[src/rtl/mul_div_unit_if.sv]
// Request/response bundle for mul_div_unit: operands and opcode in, status and result out.
// div_by_zero exists only when MULDIV_DIV0_FLAG_EN is defined.
interface mul_div_unit_if;
  logic        start;
  logic [4:0]  opcode;
  logic [31:0] A;
  logic [31:0] B;
  logic        busy;
  logic        done;
  logic [31:0] hi_out;
  logic [31:0] lo_out;
`ifdef MULDIV_DIV0_FLAG_EN
  logic        div_by_zero;

  modport master (output start, opcode, A, B,
                  input  busy, done, hi_out, lo_out, div_by_zero);
  modport slave  (input  start, opcode, A, B,
                  output busy, done, hi_out, lo_out, div_by_zero);
`else
  modport master (output start, opcode, A, B,
                  input  busy, done, hi_out, lo_out);
  modport slave  (input  start, opcode, A, B,
                  output busy, done, hi_out, lo_out);
`endif
endinterface

[src/rtl/mul_div_unit.sv]
// Iterative signed 32x32 multiply (radix-2 Booth) and divide (magnitude restoring), 32 cycles/op.
// MULDIV_DIV0_FLAG_EN: divide-by-zero short-circuits to a 1-cycle completion with a div_by_zero flag.
module mul_div_unit (
  input  logic          clock,
  input  logic          clear,
  mul_div_unit_if.slave bus
);
  localparam logic [4:0] OP_MUL    = 5'b01111;
  localparam logic [4:0] OP_DIV    = 5'b10000;
  localparam logic [5:0] LAST_ITER = 6'd31;

  typedef enum logic [1:0] {IDLE = 2'd0, RUN = 2'd1, FINISH = 2'd2} state_t;

  typedef struct packed {
    logic        is_div;
    logic        a_neg;
    logic        b_neg;
    logic        b_zero;
    logic [31:0] a;
  } req_t;

  state_t      state, state_nxt;
  req_t        req;
  logic [5:0]  cnt;
  logic [32:0] acc;
  logic [31:0] q;
  logic        q_m1;
  logic [31:0] m;
  logic [31:0] hi_r, lo_r;
  logic        busy_c, done_c;

  logic        op_valid, op_div, accept, fast_dz;
  logic [31:0] abs_a, abs_b;

  assign op_valid = (bus.opcode == OP_MUL) || (bus.opcode == OP_DIV);
  assign op_div   = (bus.opcode == OP_DIV);
  assign accept   = bus.start && op_valid && (state != RUN);
  assign abs_a    = bus.A[31] ? -bus.A : bus.A;
  assign abs_b    = bus.B[31] ? -bus.B : bus.B;

`ifdef MULDIV_DIV0_FLAG_EN
  logic dz_r;
  assign fast_dz         = accept && op_div && (bus.B == 32'd0);
  assign bus.div_by_zero = dz_r;
`else
  assign fast_dz = 1'b0;
`endif

  // ---------------- FSM ----------------
  always_ff @(posedge clock) begin
    if (clear) state <= IDLE;
    else       state <= state_nxt;
  end

  always_comb begin
    state_nxt = state;
    case (state)
      IDLE, FINISH: state_nxt = accept ? (fast_dz ? FINISH : RUN) : IDLE;
      RUN:          if (cnt == LAST_ITER) state_nxt = FINISH;
      default:      state_nxt = IDLE;
    endcase
  end

  always_comb begin
    busy_c = (state == RUN);
    done_c = (state == FINISH);
  end

  assign bus.busy   = busy_c;
  assign bus.done   = done_c;
  assign bus.hi_out = hi_r;
  assign bus.lo_out = lo_r;

  // ---------------- one iteration ----------------
  logic [32:0] booth_sum;
  logic [32:0] div_r;
  logic [33:0] div_trial;
  logic        div_ge;
  logic [32:0] acc_nxt;
  logic [31:0] q_nxt;
  logic        m1_nxt;

  always_comb begin
    booth_sum = acc;
    case ({q[0], q_m1})
      2'b01:   booth_sum = acc + {m[31], m};
      2'b10:   booth_sum = acc - {m[31], m};
      default: booth_sum = acc;
    endcase
    // Partial remainder is always below the divisor, so the shifted value fits in 33 bits.
    div_r     = {acc[31:0], q[31]};
    div_trial = {1'b0, div_r} - {2'b00, m};
    div_ge    = ~div_trial[33];
    if (req.is_div) begin
      acc_nxt = div_ge ? div_trial[32:0] : div_r;
      q_nxt   = {q[30:0], div_ge};
      m1_nxt  = q_m1;
    end else begin
      acc_nxt = {booth_sum[32], booth_sum[32:1]};
      q_nxt   = {booth_sum[0], q[31:1]};
      m1_nxt  = q[0];
    end
  end

  // ---------------- final result ----------------
  logic [31:0] quo_s, rem_s, res_hi, res_lo;

  always_comb begin
    quo_s = (req.a_neg ^ req.b_neg) ? -q_nxt : q_nxt;
    rem_s = req.a_neg ? -acc_nxt[31:0] : acc_nxt[31:0];
    if (!req.is_div) begin
      res_hi = acc_nxt[31:0];
      res_lo = q_nxt;
    end else if (req.b_zero) begin
      res_hi = req.a;
      res_lo = 32'hFFFF_FFFF;
    end else begin
      res_hi = rem_s;
      res_lo = quo_s;
    end
  end

  // ---------------- datapath registers ----------------
  always_ff @(posedge clock) begin
    if (clear) begin
      cnt  <= '0;
      acc  <= '0;
      q    <= '0;
      q_m1 <= 1'b0;
      m    <= '0;
      req  <= '0;
      hi_r <= '0;
      lo_r <= '0;
`ifdef MULDIV_DIV0_FLAG_EN
      dz_r <= 1'b0;
`endif
    end else if (accept) begin
      cnt  <= '0;
      acc  <= '0;
      q_m1 <= 1'b0;
      req  <= '{is_div: op_div, a_neg: bus.A[31], b_neg: bus.B[31],
                b_zero: (bus.B == 32'd0), a: bus.A};
      q    <= op_div ? abs_a : bus.A;
      m    <= op_div ? abs_b : bus.B;
`ifdef MULDIV_DIV0_FLAG_EN
      dz_r <= fast_dz;
      if (fast_dz) begin
        hi_r <= bus.A;
        lo_r <= 32'hFFFF_FFFF;
      end
`endif
    end else if (state == RUN) begin
      cnt  <= cnt + 6'd1;
      acc  <= acc_nxt;
      q    <= q_nxt;
      q_m1 <= m1_nxt;
      if (cnt == LAST_ITER) begin
        hi_r <= res_hi;
        lo_r <= res_lo;
      end
    end
  end
endmodule

[src/flat_wrapper.sv]
// flat-port wrapper written by rule: the top's interface ports become plain ports
module mul_div_unit_flat 
  (clock, clear, bus_start, bus_opcode, bus_A, bus_B, bus_busy, bus_done, bus_hi_out, bus_lo_out);
  mul_div_unit_if bus_i ();
  input  logic clock;
  input  logic clear;
  input wire logic [$bits(bus_i.start)-1:0] bus_start;
  input wire logic [$bits(bus_i.opcode)-1:0] bus_opcode;
  input wire logic [$bits(bus_i.A)-1:0] bus_A;
  input wire logic [$bits(bus_i.B)-1:0] bus_B;
  output wire logic [$bits(bus_i.busy)-1:0] bus_busy;
  output wire logic [$bits(bus_i.done)-1:0] bus_done;
  output wire logic [$bits(bus_i.hi_out)-1:0] bus_hi_out;
  output wire logic [$bits(bus_i.lo_out)-1:0] bus_lo_out;
  assign bus_i.start = bus_start;
  assign bus_i.opcode = bus_opcode;
  assign bus_i.A = bus_A;
  assign bus_i.B = bus_B;
  assign bus_busy = bus_i.busy;
  assign bus_done = bus_i.done;
  assign bus_hi_out = bus_i.hi_out;
  assign bus_lo_out = bus_i.lo_out;
  mul_div_unit u_core (.clock(clock), .clear(clear), .bus(bus_i));
endmodule
[config.mk]
export PLATFORM = sky130hd
export DESIGN_NAME = mul_div_unit_flat
export DESIGN_NICKNAME = d
export VERILOG_FILES = /design/src/rtl/mul_div_unit_if.sv /design/src/rtl/mul_div_unit.sv /design/src/flat_wrapper.sv
export SDC_FILE = /design/constraint.sdc
export NUM_CORES = 1
export LEC_CHECK = 0
export ABC_AREA = 1
export CAP_MARGIN = 20
export CORE_UTILIZATION = 65
export CTS_BUF_LIST = sky130_fd_sc_hd__clkbuf_8
export CTS_CLUSTER_DIAMETER = 100
export DETAILED_ROUTE_END_ITERATION = 10
export PLACE_DENSITY = 0.9
export SETUP_SLACK_MARGIN = 0.15
export SLEW_MARGIN = 30
export SYNTH_ARGS = -nofsm -noshare
export SYNTH_HDL_FRONTEND = slang
export SYNTH_SLANG_ARGS = --single-unit
[constraint.sdc]
create_clock -name clock -period 7.1 [get_ports clock]
set_input_delay 1.065 -clock clock [delete_from_list [all_inputs] [get_ports clock]]
set_output_delay 1.065 -clock clock [all_outputs]
set_load 0.01 [all_outputs]
==> Yosys cells after proc, flatten, opt, wreduce, memory -nomap -nowiden <==
Cells that the tools add are included.
{ "word_totals": {"in_bits": 72, "latchBits": 0, "mem_bits_rw": 0, "output_inout_bits": 66, "memories": 0, "regBits": 206, "mem_bits_ro": 0} }
{ "classes": {"addsub": 8, "n_bitwise": 4, "eq_ne": 9, "shifts": 0, "div": 0, "magnitude_cmp": 0, "mux": 19, "reduce_logical": 10, "mul": 0} }
{ "op_table": {"columns": ["op", "count"], "rows": [
  ["$mux 32", 13],
  ["$neg 32->32", 4],
  ["$mux 33", 2],
  ["$pmux 33 s2", 1],
  ["$sub 33x32->34", 1],
  ["$add 33x33->33", 1],
  ["$sub 33x33->33", 1],
  ["$logic_not 32->1", 1],
  ["$add 6x1->6 const B", 1],
  ["$eq 6x5->1 const B", 1],
  ["$eq 5x4->1 const B", 1],
  ["$eq 5x5->1 const B", 1],
  ["$eq 2x1->1 const B", 2],
  ["$eq 2x2->1 const B", 2],
  ["$ne 2x1->1 const B", 2],
  ["$pmux 2 s2", 1],
  ["$reduce_or 2->1", 2],
  ["$not 1->1", 3],
  ["$reduce_and 3->1", 1],
  ["$logic_and 1x1->1", 2],
  ["$logic_not 2->1", 1],
  ["$mux 2", 1],
  ["$reduce_and 2->1", 1],
  ["$reduce_bool 2->1", 1],
  ["other kinds (3)", 3]
]} }

==> Longest topological paths before layout <==
{ "depth": {"word_depth": 7, "mapped_depth": 36} }

==> Worst setup path before layout <==
Ideal clock, no wire load.
{ "synth_timing": {"kind": "register to register", "startpoint": "register u_core.m[0]", "endpoint": "register u_core.hi_r[29], in the netlist u_core.bus.hi_out[29]", "setup_time_ps": 122, "path_stages_with_launch": 34, "setup_slack_ps": 3041, "required_ps": 6978, "arrival_time_ps": 3937, "path_cell_list": "dfxtp_1 > nor3_1 > nand3_1 > nor3_2 > nand3_1 > nor3_1 > nand3_1 > nand2_1 > o21ai_1 > nor2_1 > nand2_1 > nor2_2 > o21ai_0 > xor2_1 > ha_1 > nand2_1 > nor2_1 > inv_1 > nor3_1 > inv_1 > nor2_1 > nand2_1 > nand3_1 > nand3_1 > nand2_1 > nand2_1 > nor2_1 > nand2_1 > o21ai_1 > nand3_1 > nand2_1 > nand3_1 > nand2_1 > a21oi_2"} }
{ "synth_via": {"elab_chain_len": 7} }
{ "synth_rtl": {"columns": ["element", "line", "source"], "rows": [
  ["start, declared", "mul_div_unit.sv:28", "logic [31:0] m;"],
  ["start signal, assigned", "mul_div_unit.sv:144", "m <= op_div ? abs_b : bus.B;"],
  ["$sub 33x33->33 (tied with other cells)", "mul_div_unit.sv:87", "2'b10: booth_sum = acc - {m[31], m};"],
  ["$pmux 33 s2 / $mux 33 (equally long branches)", "mul_div_unit.sv:85, mul_div_unit.sv:95", null],
  ["$mux 33 *", "mul_div_unit.sv:94", "if (req.is_div) begin"],
  ["$neg 32->32", "mul_div_unit.sv:110", "rem_s = req.a_neg ? -acc_nxt[31:0] : acc_nxt[31:0];"],
  ["$mux 32", "mul_div_unit.sv:110", null],
  ["$mux 32", "mul_div_unit.sv:114", "end else if (req.b_zero) begin"],
  ["$mux 32 *", "mul_div_unit.sv:111", "if (!req.is_div) begin"],
  ["end signal, assigned", "mul_div_unit.sv:158", "hi_r <= res_hi;"],
  ["end, declared", "mul_div_unit.sv:29", "logic [31:0] hi_r, lo_r;"]
]} }
Every way passes the cells marked *; elsewhere a longest branch is shown, timed or not.
A chain may end at the register's enable or synchronous reset.

==> Final worst setup path <==
{ "layout_timing": {"startpoint": "register u_core.m[0]", "endpoint": "register u_core.hi_r[31], in the netlist u_core.bus.hi_out[31]"} }
The elaborated chain is that of the path after synthesis.

==> summary.md <==
| Metric | Value |
|---|---|
| GR Util All Layers | `about 46%` |
| Yosys cell types | `63` |
| Endpoint, Worst Hold | `u_core.req[21]` |
| Syn nets | `around 3200` |
| Worst endpoint required time | `around 7.6 ns` |
| Seq cells post-synth | `205` |
| Family with the most delay on the worst path | `simple AND/OR/NAND/NOR gates` |
| Leak Pwr | `10.0 nW` |
| Maximum fanout along the worst path | `5` |
| Hold crit path type | `reg2reg` |
| Post-synth top flop | `dfxtp_1` |
| Mean post-synth cell area | `5.97 sq um` |
| # port buffers | `137` |
| Initial antenna violation count | `0` |
| CTS tree | `yes` |
| Reg2Reg Setup Slack | `1.87 ns` |
| DRC Markers | `0` |
| Post-DRT Antenna Nets | `0` |
| Clock sink count | `205` |
| Pre-CTS WS | `2.16 ns` |
| Fin crit period | `5.23 ns` |
| Synth warn | `0` |
| Share of cells above drive strength 1 | `under 10%` |
| Slew Viols, Final | `0` |
| Status | `finished, final reports clean` |
| Worst r2r path cells | `30` |
| Number of CTS-inserted buffers | `37` |
| Fmax | `about 0.19 GHz` |
| Setup slack after layout | `1.87 ns` |
| Clock Latency Late Sink | `between 0.5 and 0.6 ns` |
| Maximum capacitance violations | `0` |
| Setup TNS | `0 ns` |
| Post-detailed-route wirelength per cell | `19.1 um` |
| Critical Path Source Type | `flip-flop` |
| Iter 0 DRT Violations | `2926` |
| Total chip power | `3.91 mW` |
| Clock transition at the registers of the reported paths | `0.06 ns` |
| Reg2Reg Launch Point | `u_core.m[0]` |
| Core Region | `around 27000 sq um` |
| Core Util, Final | `74.8%` |
| Chip width | `169 um` |
| Synth Cell Area | `18100 sq um` |
| Initial Util | `between 60% and 70%` |
| Die Y | `169 um` |
| Slowest-stage cell, CP | `dfxtp_1` |
| TritonRoute pass-1 iters | `6` |
| Count of final hold-check violations | `0` |
| Buf/Inv on CP | `1` |
| Clk buf depth | `3` |
| Non-Filler Cell Area, Final | `roughly 20000 sq um` |
| Worst slew margin | `between 30% and 40%` |
| Hold Crit Depth | `2` |
| Synthesized netlist cell count | `between 3000 and 4000` |
| Final setup fails | `0` |
| GP Congestion | `1.10` |
| Final Net Count | `3254` |
| Setup crit end kind | `flip-flop` |
| Placed cell count | `3442` |
| Post-cts sizing count | `0` |
| Total Routed Length | `67.1 mm` |
| Fin cells | `about 3500` |
| Layout area overhead | `12.0%` |
| Worst slew pin tran | `0.995 ns` |
| Final worst path period share | `between 70% and 80%` |
| Post-synthesis async set-or-reset flop share | `0%` |
| Worst IR Drop VDD | `0.151 mV` |
| Critical R2R Capture | `u_core.bus.hi_out[31]` |
| H-tree depth | `2` |
| Largest net degree at the start of global routing | `85` |
| Cell repeated most along the worst path | `nand2_1` |
| Setup CP Type | `reg2reg` |
| Vias per cell | `6.23` |
| Vias in the first global route | `20100` |
| Crit path arrival time | `5.71 ns` |
| Post-DP Area | `19600 sq um` |
| Overflow after GRT | `0` |
| Row cnt | `60` |
| First-pass GRT wire length | `around 100 mm` |
| Number of synthesized flops with an enable pin | `0` |
| Hold_sp | `u_core.req[21]` |
| Max incr delay on CP | `0.36 ns` |
| DP HPWL | `50.3 mm` |
| Die Footprint | `28600 sq um` |
| Worst Hold Slack | `between 0.4 and 0.5 ns` |
| Routed via count | `around 22000` |
| RSZ-0062 raised after global routing | `no` |
| Hold buffer count at CTS | `0` |
| Post-CTS Setup Bufs | `0` |
| Ant. Diodes | `0` |
| Sequential-to-total area share from yosys stat | `a little under a quarter` |
| Power density cells | `192 nW/um^2` |
| Clk_skew | `0.0242 ns` |
| Clk root buf | `clkbuf_8` |
| # IOs | `between 100 and 150` |
## area by class of cell
type	count	area, sq um
Inverter	491	1850
Fill cell	2291	6850
Tap cell	372	465
Multi-Input combinational cell	2220	11700
Timing Repair Buffer	154	1500
Clock inverter	20	124
Clock buffer	43	592
Sequential cell	205	4110
## registers in the layout, summed over array words and instances (netlist names)
| name | count |
|---|---|
| u_core.q_m1 | 1 |
| u_core.acc | 33 |
| u_core.bus.hi_out | 32 |
| u_core.m | 32 |
| u_core.state | 2 |
| u_core.bus.lo_out | 32 |
| u_core.cnt | 6 |
| u_core.req | 35 |
| u_core.q | 32 |
## power by group
part,leakage [nW],switching [mW],internal [mW]
Combinational,7.97,1.11,0.474
Clock,0.412,0.532,0.591
Sequential,1.66,0.0278,1.17
Total,10.0,1.67,2.24
## tightest hold or removal path: cells and delay by family, from the launching register on
family | cells | cell delay, ns
buffers and inverters | 1 | 0.06
DFF | 1 | 0.30
AOI/OAI and AO/OA | 1 | 0.05
## worst max-delay path by stage
stage                           start                     to  slack (ns)  cells after the start
after floorplan           u_core.m[0]  u_core.bus.hi_out[29]        3.04                     33
after global placement    u_core.m[0]  u_core.bus.hi_out[27]        2.28                     31
after detailed placement  u_core.m[0]  u_core.bus.hi_out[27]        2.16                     31
after CTS                 u_core.m[0]  u_core.bus.hi_out[31]        2.09                     30
after global routing      u_core.m[0]  u_core.bus.hi_out[29]        1.40                     33
final                     u_core.m[0]  u_core.bus.hi_out[31]        1.87                     30
## synthesized netlist by cell type (3+ instances only)
master	number	share of area [%]
a21o_1	4	0.17
a221oi_1	4	0.19
buf_1	10	0.21
nor3_1	56	1.5
nand2_4	4	0.25
o211ai_1	30	1.2
dfxtp_1	205	23
nor3_2	4	0.22
nor2_2	10	0.34
or2_2	8	0.28
a22oi_1	3	0.12
clkbuf_1	90	1.9
and2_1	3	0.10
nand2_2	28	0.97
nand4_2	3	0.21
buf_6	6	0.37
o21ai_1	24	0.66
nand2_1	653	14
a211oi_1	8	0.33
inv_1	472	9.8
buf_2	13	0.36
o21bai_1	11	0.46
nand3_2	10	0.55
a21oi_1	307	8.5
a21oi_2	7	0.34
o21ai_2	3	0.14
nand4_1	27	0.93
xor2_1	75	3.6
clkinv_1	4	0.083
inv_2	14	0.29
ha_1	71	4.9
nor2_1	275	5.7
nand3b_1	12	0.50
nor2_4	9	0.56
o221ai_1	21	1.0
xnor2_1	20	0.97
o21ai_0	250	6.9
nor4_1	11	0.38
a31oi_1	30	1.0
o311ai_0	4	0.19
o31ai_1	3	0.12
o22ai_1	8	0.28
nand3_1	200	5.5
## layout by cell type (no fill, tap or decap), drive strengths merged, types with 11 or more instances in the layout
master         count
o21bai            11
a31oi             30
xnor2             20
nand3            211
nand3b            13
xor2              75
clkdlybuf4s50    137
o221ai            21
inv              500
nor4              11
ha                71
nand2            687
o21ai            277
nor3              61
nor2             295
a21oi            316
buf               17
dfxtp            205
nand4             30
clkbuf            43
o211ai            30
## per-layer routing
| metal | vias up | GRT usage [%] | wire length, um |
|---|---|---|---|
| met4 | 0 | 29.7 | 4770 |
| met5 | - | 0 | 0 |
| met3 | 329 | 10.7 | 8410 |
| met2 | 1587 | 70.6 | 28200 |
| met1 | 9830 | 58.8 | 25600 |
| li1 | 10100 | - | - |
## cells by family after synthesis
group | Yosys count | share of synthesized area, %
adder cells (fa/ha/maj) | 73 | 5.12
AO/OA/AOI/OAI | 727 | 22.2
buffers and inverters | 612 | 13.0
flip-flops | 205 | 22.6
multiplexers | 1 | 0.0552
XOR/XNOR | 95 | 4.59
AND/OR/NAND/NOR | 1324 | 32.4
(Power assumes the default switching activity.)
